$ cat config.mk
export PLATFORM = sky130hd
export DESIGN_NAME = gate_event_arbiter
export DESIGN_NICKNAME = d
export VERILOG_FILES = /design/src/rtl/gate_event_arbiter.sv
export SDC_FILE = /design/constraint.sdc
export NUM_CORES = 1
export LEC_CHECK = 0
export ABC_AREA = 1
export BUFFER_PORTS_ARGS = -buffer_cell sky130_fd_sc_hd__clkbuf_2
export CAP_MARGIN = 20
export CORE_ASPECT_RATIO = 0.7
export CORE_MARGIN = 4
export CORE_UTILIZATION = 51
export CTS_BUF_LIST = sky130_fd_sc_hd__clkbuf_4 sky130_fd_sc_hd__clkbuf_8 sky130_fd_sc_hd__clkbuf_16
export CTS_CLUSTER_DIAMETER = 120
export DETAILED_ROUTE_END_ITERATION = 12
export GPL_TIMING_DRIVEN = 0
export HOLD_SLACK_MARGIN = 0.03
export PLACE_DENSITY_LB_ADDON = 0.08
export SYNTH_ARGS = -nofsm -noshare
export SYNTH_HDL_FRONTEND = slang
export SYNTH_SLANG_ARGS = --single-unit
export TNS_END_PERCENT = 50
$ cat constraint.sdc
create_clock -name mclk -period 3.95 [get_ports mclk]
set_clock_uncertainty 0.1 [all_clocks]
set_input_delay 0.395 -clock mclk [delete_from_list [all_inputs] [get_ports mclk]]
set_output_delay 0.395 -clock mclk [all_outputs]
set_load 0.01 [all_outputs]
$ cat src/rtl/gate_event_arbiter.sv
// gate_event_arbiter
//
// Turns asynchronous gate levels into a stream of edge events (note-on /
// note-off) presented on a valid/ready output. Each gate input is
// synchronized, optionally debounced, and edge-detected against its
// previous accepted level. Every channel owns a single pending slot; a new
// edge into an occupied slot replaces the stored polarity and is counted as
// a drop. Pending slots are served round-robin into a one-deep output
// register.
//
// Optional feature: define GATE_DEBOUNCE_EN to insert a per-channel
// stable-count filter of DEBOUNCE_CYCLES cycles between the synchronizer
// and the edge detector. Without it the accepted level is the synchronizer
// output and no counters exist.
//
// Ports
//   mclk        in   1         clock, all logic on the rising edge
//   rst         in   1         synchronous active-high reset
//   gate_in     in   CHANNELS  asynchronous gate levels, bit i = channel i
//   ev_valid    out  1         event available
//   ev_ready    in   1         consumer takes the event when high with ev_valid
//   ev_chan     out  3         channel of the presented event (upper bits zero)
//   ev_rise     out  1         1 = rising edge, 0 = falling edge
//   gate_level  out  CHANNELS  accepted level per channel
//   drop_count  out  8         overwritten events, saturates at 255

module gate_event_arbiter #(
    parameter int   CHANNELS        = 4,
    parameter logic INIT_LEVEL      = 1'b0,
    parameter int   DEBOUNCE_CYCLES = 16
) (
    input  logic                mclk,
    input  logic                rst,
    input  logic [CHANNELS-1:0] gate_in,
    output logic                ev_valid,
    input  logic                ev_ready,
    output logic [2:0]          ev_chan,
    output logic                ev_rise,
    output logic [CHANNELS-1:0] gate_level,
    output logic [7:0]          drop_count
);

    localparam int IDX_W = (CHANNELS > 1) ? $clog2(CHANNELS) : 1;
    localparam logic [CHANNELS-1:0] INIT_VEC = {CHANNELS{INIT_LEVEL}};
    localparam logic [IDX_W-1:0] LAST_RST = IDX_W'(CHANNELS - 1);

    // ------------------------------------------------------------------
    // Two-flop synchronizer and edge history
    // ------------------------------------------------------------------
    logic [CHANNELS-1:0] s1_q, s1_d;
    logic [CHANNELS-1:0] s2_q, s2_d;
    logic [CHANNELS-1:0] hist_q, hist_d;
    logic [CHANNELS-1:0] level;
    logic [CHANNELS-1:0] edge_det;

    always_comb begin
        s1_d   = gate_in;
        s2_d   = s1_q;
        hist_d = level;
    end

    always_ff @(posedge mclk) begin
        if (rst) begin
            s1_q   <= INIT_VEC;
            s2_q   <= INIT_VEC;
            hist_q <= INIT_VEC;
        end else begin
            s1_q   <= s1_d;
            s2_q   <= s2_d;
            hist_q <= hist_d;
        end
    end

`ifdef GATE_DEBOUNCE_EN
    // ------------------------------------------------------------------
    // Stable-count filter: the accepted level follows s2 only after s2 has
    // disagreed with it for DEBOUNCE_CYCLES consecutive cycles. Any cycle of
    // agreement restarts the count, so short pulses never get through.
    // ------------------------------------------------------------------
    localparam logic [7:0] DB_TC = 8'(DEBOUNCE_CYCLES);

    logic [CHANNELS-1:0]      db_level_q, db_level_d;
    logic [CHANNELS-1:0][7:0] db_cnt_q, db_cnt_d;

    always_comb begin
        db_level_d = db_level_q;
        db_cnt_d   = db_cnt_q;
        for (int i = 0; i < CHANNELS; i++) begin
            if (s2_q[i] == db_level_q[i]) begin
                db_cnt_d[i] = '0;
            end else if (db_cnt_q[i] + 8'd1 == DB_TC) begin
                db_level_d[i] = s2_q[i];
                db_cnt_d[i]   = '0;
            end else begin
                db_cnt_d[i] = db_cnt_q[i] + 8'd1;
            end
        end
    end

    always_ff @(posedge mclk) begin
        if (rst) begin
            db_level_q <= INIT_VEC;
            db_cnt_q   <= '0;
        end else begin
            db_level_q <= db_level_d;
            db_cnt_q   <= db_cnt_d;
        end
    end

    assign level = db_level_q;
`else
    // No filter: the synchronizer output is the accepted level and the
    // debounce length has no effect.
    logic unused_debounce_cfg;
    assign unused_debounce_cfg = ^8'(DEBOUNCE_CYCLES);

    assign level = s2_q;
`endif

    assign edge_det   = level ^ hist_q;
    assign gate_level = level;

    // ------------------------------------------------------------------
    // Output register, pending slots, round-robin grant
    // ------------------------------------------------------------------
    logic [CHANNELS-1:0] pend_v_q, pend_v_d;
    logic [CHANNELS-1:0] pend_pol_q, pend_pol_d;
    logic                ev_valid_q, ev_valid_d;
    logic [2:0]          ev_chan_q, ev_chan_d;
    logic                ev_rise_q, ev_rise_d;
    logic [IDX_W-1:0]    last_q, last_d;
    logic [7:0]          drop_q, drop_d;

    logic                load;
    logic                gnt_any;
    logic [IDX_W-1:0]    gnt_idx;
    logic [CHANNELS-1:0] gnt_vec;
    logic [3:0]          drop_n;
    logic [8:0]          drop_sum;

    // The output register may take a new event whenever it is empty or its
    // current event is being accepted this cycle.
    assign load = !ev_valid_q || ev_ready;

    // First pending channel searching upward from last granted + 1.
    always_comb begin : arb_search
        int cand;
        cand    = 0;
        gnt_any = 1'b0;
        gnt_idx = '0;
        gnt_vec = '0;
        for (int k = 1; k <= CHANNELS; k++) begin
            cand = int'(last_q) + k;
            if (cand >= CHANNELS) begin
                cand = cand - CHANNELS;
            end
            if (!gnt_any && pend_v_q[IDX_W'(cand)]) begin
                gnt_any = 1'b1;
                gnt_idx = IDX_W'(cand);
            end
        end
        if (load && gnt_any) begin
            gnt_vec[gnt_idx] = 1'b1;
        end
    end

    // A granted slot clears this cycle; an edge in the same cycle refills it
    // without counting a drop, since the old content has been delivered.
    always_comb begin
        pend_v_d   = pend_v_q;
        pend_pol_d = pend_pol_q;
        drop_n     = '0;
        for (int i = 0; i < CHANNELS; i++) begin
            if (gnt_vec[i]) begin
                pend_v_d[i] = 1'b0;
            end
            if (edge_det[i]) begin
                pend_v_d[i]   = 1'b1;
                pend_pol_d[i] = level[i];
                if (pend_v_q[i] && !gnt_vec[i]) begin
                    drop_n = drop_n + 4'd1;
                end
            end
        end
    end

    always_comb begin
        drop_sum = {1'b0, drop_q} + {5'b0, drop_n};
        drop_d   = drop_sum[8] ? 8'hFF : drop_sum[7:0];
    end

    always_comb begin
        ev_valid_d = ev_valid_q;
        ev_chan_d  = ev_chan_q;
        ev_rise_d  = ev_rise_q;
        last_d     = last_q;
        if (load) begin
            ev_valid_d = gnt_any;
            if (gnt_any) begin
                ev_chan_d = 3'(gnt_idx);
                ev_rise_d = pend_pol_q[gnt_idx];
                last_d    = gnt_idx;
            end
        end
    end

    always_ff @(posedge mclk) begin
        if (rst) begin
            pend_v_q   <= '0;
            pend_pol_q <= '0;
            ev_valid_q <= 1'b0;
            ev_chan_q  <= '0;
            ev_rise_q  <= 1'b0;
            last_q     <= LAST_RST;
            drop_q     <= '0;
        end else begin
            pend_v_q   <= pend_v_d;
            pend_pol_q <= pend_pol_d;
            ev_valid_q <= ev_valid_d;
            ev_chan_q  <= ev_chan_d;
            ev_rise_q  <= ev_rise_d;
            last_q     <= last_d;
            drop_q     <= drop_d;
        end
    end

    assign ev_valid   = ev_valid_q;
    assign ev_chan    = ev_chan_q;
    assign ev_rise    = ev_rise_q;
    assign drop_count = drop_q;

endmodule

==> metrics.txt <==
synth unique cells=32; placed insts=~340; initial antenna violation count=0; global-route wire length before repair=around 7600 um; Hold Fails Final Rpt=0; Switching Fraction=0.431; ANT cells=0; post-detail-place hpwl=2940 um; Lkg Pwr=between 1 and 1.5 nW; CTS Root Cell=clkbuf_8; Worst Tran Pin Value=approximately 0.6 ns; Tot Pwr=1.57 mW; Yosys warning count=0; boundary pin count=24; sequential fraction of the synthesis area=0.361; GRT overflow=0; die area=around 4800 um2; Setup crit end=drop_count[3]; pin count of the biggest net entering global routing=11; Storage cell area=roughly 690 um2; TritonCTS Buffers=5; area of the multi-input gates=around 1300 um2; nets=340; reg-to-reg endpoint=drop_count[3]; setup violators final=8; RSZ-0062 raised after global routing=yes; status=finished, violations left; Logic pwr share=0.568; Reg power frac=0.274; Mapped Area=approximately 1900 um2; clock power share=0.157; Fin Setup TNS=-0.596 ns; peak supply drop=approximately 0.45 mV; WP data required=around 4.0 ns; crit path max fanout=5; drt drc=0; Routed met3 length=260 um; kind of critical path=register to register; Clock Tree Buf Depth=2; TritonRoute pass-1 iters=4; Post-Syn Instances=around 270; synthesized area per cell=approximately 7.1 um2; Routed WL per cell=13.1 um; port buffer count=21; CP endpoint kind=register; number of fillers in the final layout=roughly 250; via count=1886; CORE AREA=approximately 3500 um2; Seq cells post-synth=34; setup slack after placement=-0.397 ns; Max Fclk=between 200 and 250 MHz; Vias per Instance=roughly 5; Top Layer Used=met4; post-route ant nets=0; Rel. slew slack=0.602; Die W=80.7 um; post-route met1 wirelength=between 2000 and 2500 um; crit path launch=last_q[0]; initial core utilization=0.534; Die H=about 59 um; Reg clk slew, reported paths=~0.07 ns; Worst setup SP type=register; syn_nets=between 200 and 300; Hold Buf Count CTS=0; GRT Total Usage=0.212; initial drt markers=between 150 and 200; GP Congestion=~0.79; Internal Power=between 0.8 and 0.9 mW; FF-to-FF setup slack=-0.10 ns; Clock Sinks=34; hold_sp=gate_in[0]; CTS H-Tree Depth=2; start of the worst register-to-register path=last_q[0]; slack of the critical path=-0.104 ns; post-synth top area share=0.361; synthesis-to-layout area growth=41.9%; Final Non-Filler Cells=375; Max Slew Vio Count=0; DR WL met2=~2200 um; top cells by area, synth=dfxtp_1, nand2_1, inv_1, nor2_1, ha_1; NetSw=0.676 mW; CTS tree=done; failing checks=negative setup slack; Critical Path AT=about 4.1 ns; number of global-route vias before repair=about 1700; post-synth top area cell=dfxtp_1; worst reg-to-reg path cell count=27; Power Density=586 nW/um2; Hold WC Path Type=input port to register; std cell rows=18; Final Critical Period=4.05 ns; share of layout cells above drive strength 1=0.455; clk_lat worst skew=roughly 0.29 ns; MaxCap Viol Count=0; fin crit share=1.03; total wire length=4920 um
-- synth_stat cells (all sizes together) --
cell / instances
nand2: 70
inv: 49
nor2: 36
dfxtp: 34
nand3: 22
a21oi: 15
o21ai: 11
ha: 7
a211oi: 3
clkbuf: 3
xor2: 3
buf: 2
nand4: 2
o211ai: 2
or2: 2
a31oi: 1
conb: 1
fa: 1
nand3b: 1
nor3: 1
xnor2: 1
-- metrics by stage --
step,utilization,area (um2),hold slack [ns]
floorplan,-,1940,0.288
global placement,0.595,2100,0.290
detailed placement,0.595,2100,0.298
CTS,0.720,2540,0.189
global route,0.758,2680,0.200
finish,0.758,2680,0.191
-- cell type report --
type | count | share of cell area
Multi-Input combinational cell | 179 | 0.480
Sequential cell | 34 | 0.257
Timing Repair Buffer | 51 | 0.125
Inverter | 49 | 0.0724
Clock buffer | 5 | 0.0257
Tap cell | 50 | 0.0234
Buffer | 5 | 0.0126
Clock inverter | 2 | 0.00374
-- worst min-delay path by stage --
| stage | end | cells after the start |
|---|---|---|
| floorplan | gate_level[0] | 2 |
| global placement | gate_level[3] | 2 |
| detailed placement | gate_level[3] | 2 |
| CTS | s1_q[1] | 3 |
| global route | s1_q[0] | 3 |
| finish | s1_q[0] | 3 |
-- power groups by stage --
stage	logic, mW	registers, mW	clock network [mW]
final	0.892	0.431	0.247
after global routing	0.957	0.438	0.266
after CTS	0.792	0.424	0.249
after detailed placement	0.527	0.424	0
after global placement	0.519	0.422	0
after floorplan	0.414	0.428	0
-- cells by family (layout without fill, tap and decap cells) --
| family | Yosys count | in the layout | share of synthesized area |
|---|---|---|---|
| XOR/XNOR | 4 | 4 | 0.0186 |
| other | 1 | 1 | 0.00199 |
| buffers and inverters | 54 | 112 | 0.113 |
| AO/OA/AOI/OAI | 32 | 32 | 0.0961 |
| AND/OR/NAND/NOR | 134 | 134 | 0.353 |
| flip-flops | 34 | 34 | 0.361 |
| adder cells (fa/ha/maj) | 8 | 8 | 0.0570 |
-- state kept, by name, summed over array words and instances, names as in the netlist --
signal	cells
drop_count	8
gate_level	4
hist_q	4
pend_pol_q	4
pend_v_q	4
s1_q	4
ev_chan	2
last_q	2
ev_rise	1
ev_valid	1
-- repair_timing --
item / CTS / global route
buffers inserted: 26 / 5
cloned: 1 / 0
setup endpoints to repair: 8 / 8
resized for setup: 41 / 30
pin swaps: 33 / 26
hold endpoints to repair: 0 / 0
-- worst max-delay path, stage by stage, from the launching register on --
cell,delay [ns]
dfxtp_4,0.37
buf_8,0.14
nand2_4,0.07
nand2_2,0.06
nand2_1,0.07
inv_2,0.05
nor2_2,0.14
nand3_4,0.12
nand2_4,0.11
nor2_4,0.06
a21oi_4,0.18
ha_4,0.22
or2_4,0.23
nand2_2,0.06
inv_2,0.05
ha_4,0.27
nand2_4,0.05
o21ai_4,0.08
ha_4,0.16
nand2_2,0.05
xor2_1,0.16
ha_1,0.36
a21oi_2,0.14
nand2_1,0.09
buf_4,0.15
buf_4,0.13
xnor2_2,0.16
a21oi_2,0.07
-- cell usage in the layout, fill, tap and decap left out, types with 2 or more instances in the layout --
cell	n
nand2_1	32
xor2_1	3
o21ai_0	7
ha_4	3
dfxtp_1	31
inv_1	38
nor2_4	5
ha_1	4
inv_4	4
dfxtp_4	2
nand2_4	13
o21ai_4	2
clkinv_2	2
nor2_1	29
a211oi_1	2
a21oi_2	3
or2_4	2
clkbuf_1	3
nand3_1	11
a21oi_4	2
buf_4	30
inv_2	7
nand3_4	3
a21oi_1	10
clkbuf_2	21
nand2_2	25
nand3_2	8
nand4_1	2
clkbuf_8	5
o21ai_2	2
o211ai_1	2
-- layer usage --
| metal | global-route usage | up-vias |
|---|---|---|
| li1 | - | 947 |
| met1 | 0.281 | 870 |
| met2 | 0.327 | 57 |
| met3 | 0.0566 | 12 |
| met4 | 0.0916 | 0 |
| met5 | 0 | - |
(Power assumes the default switching activity.)
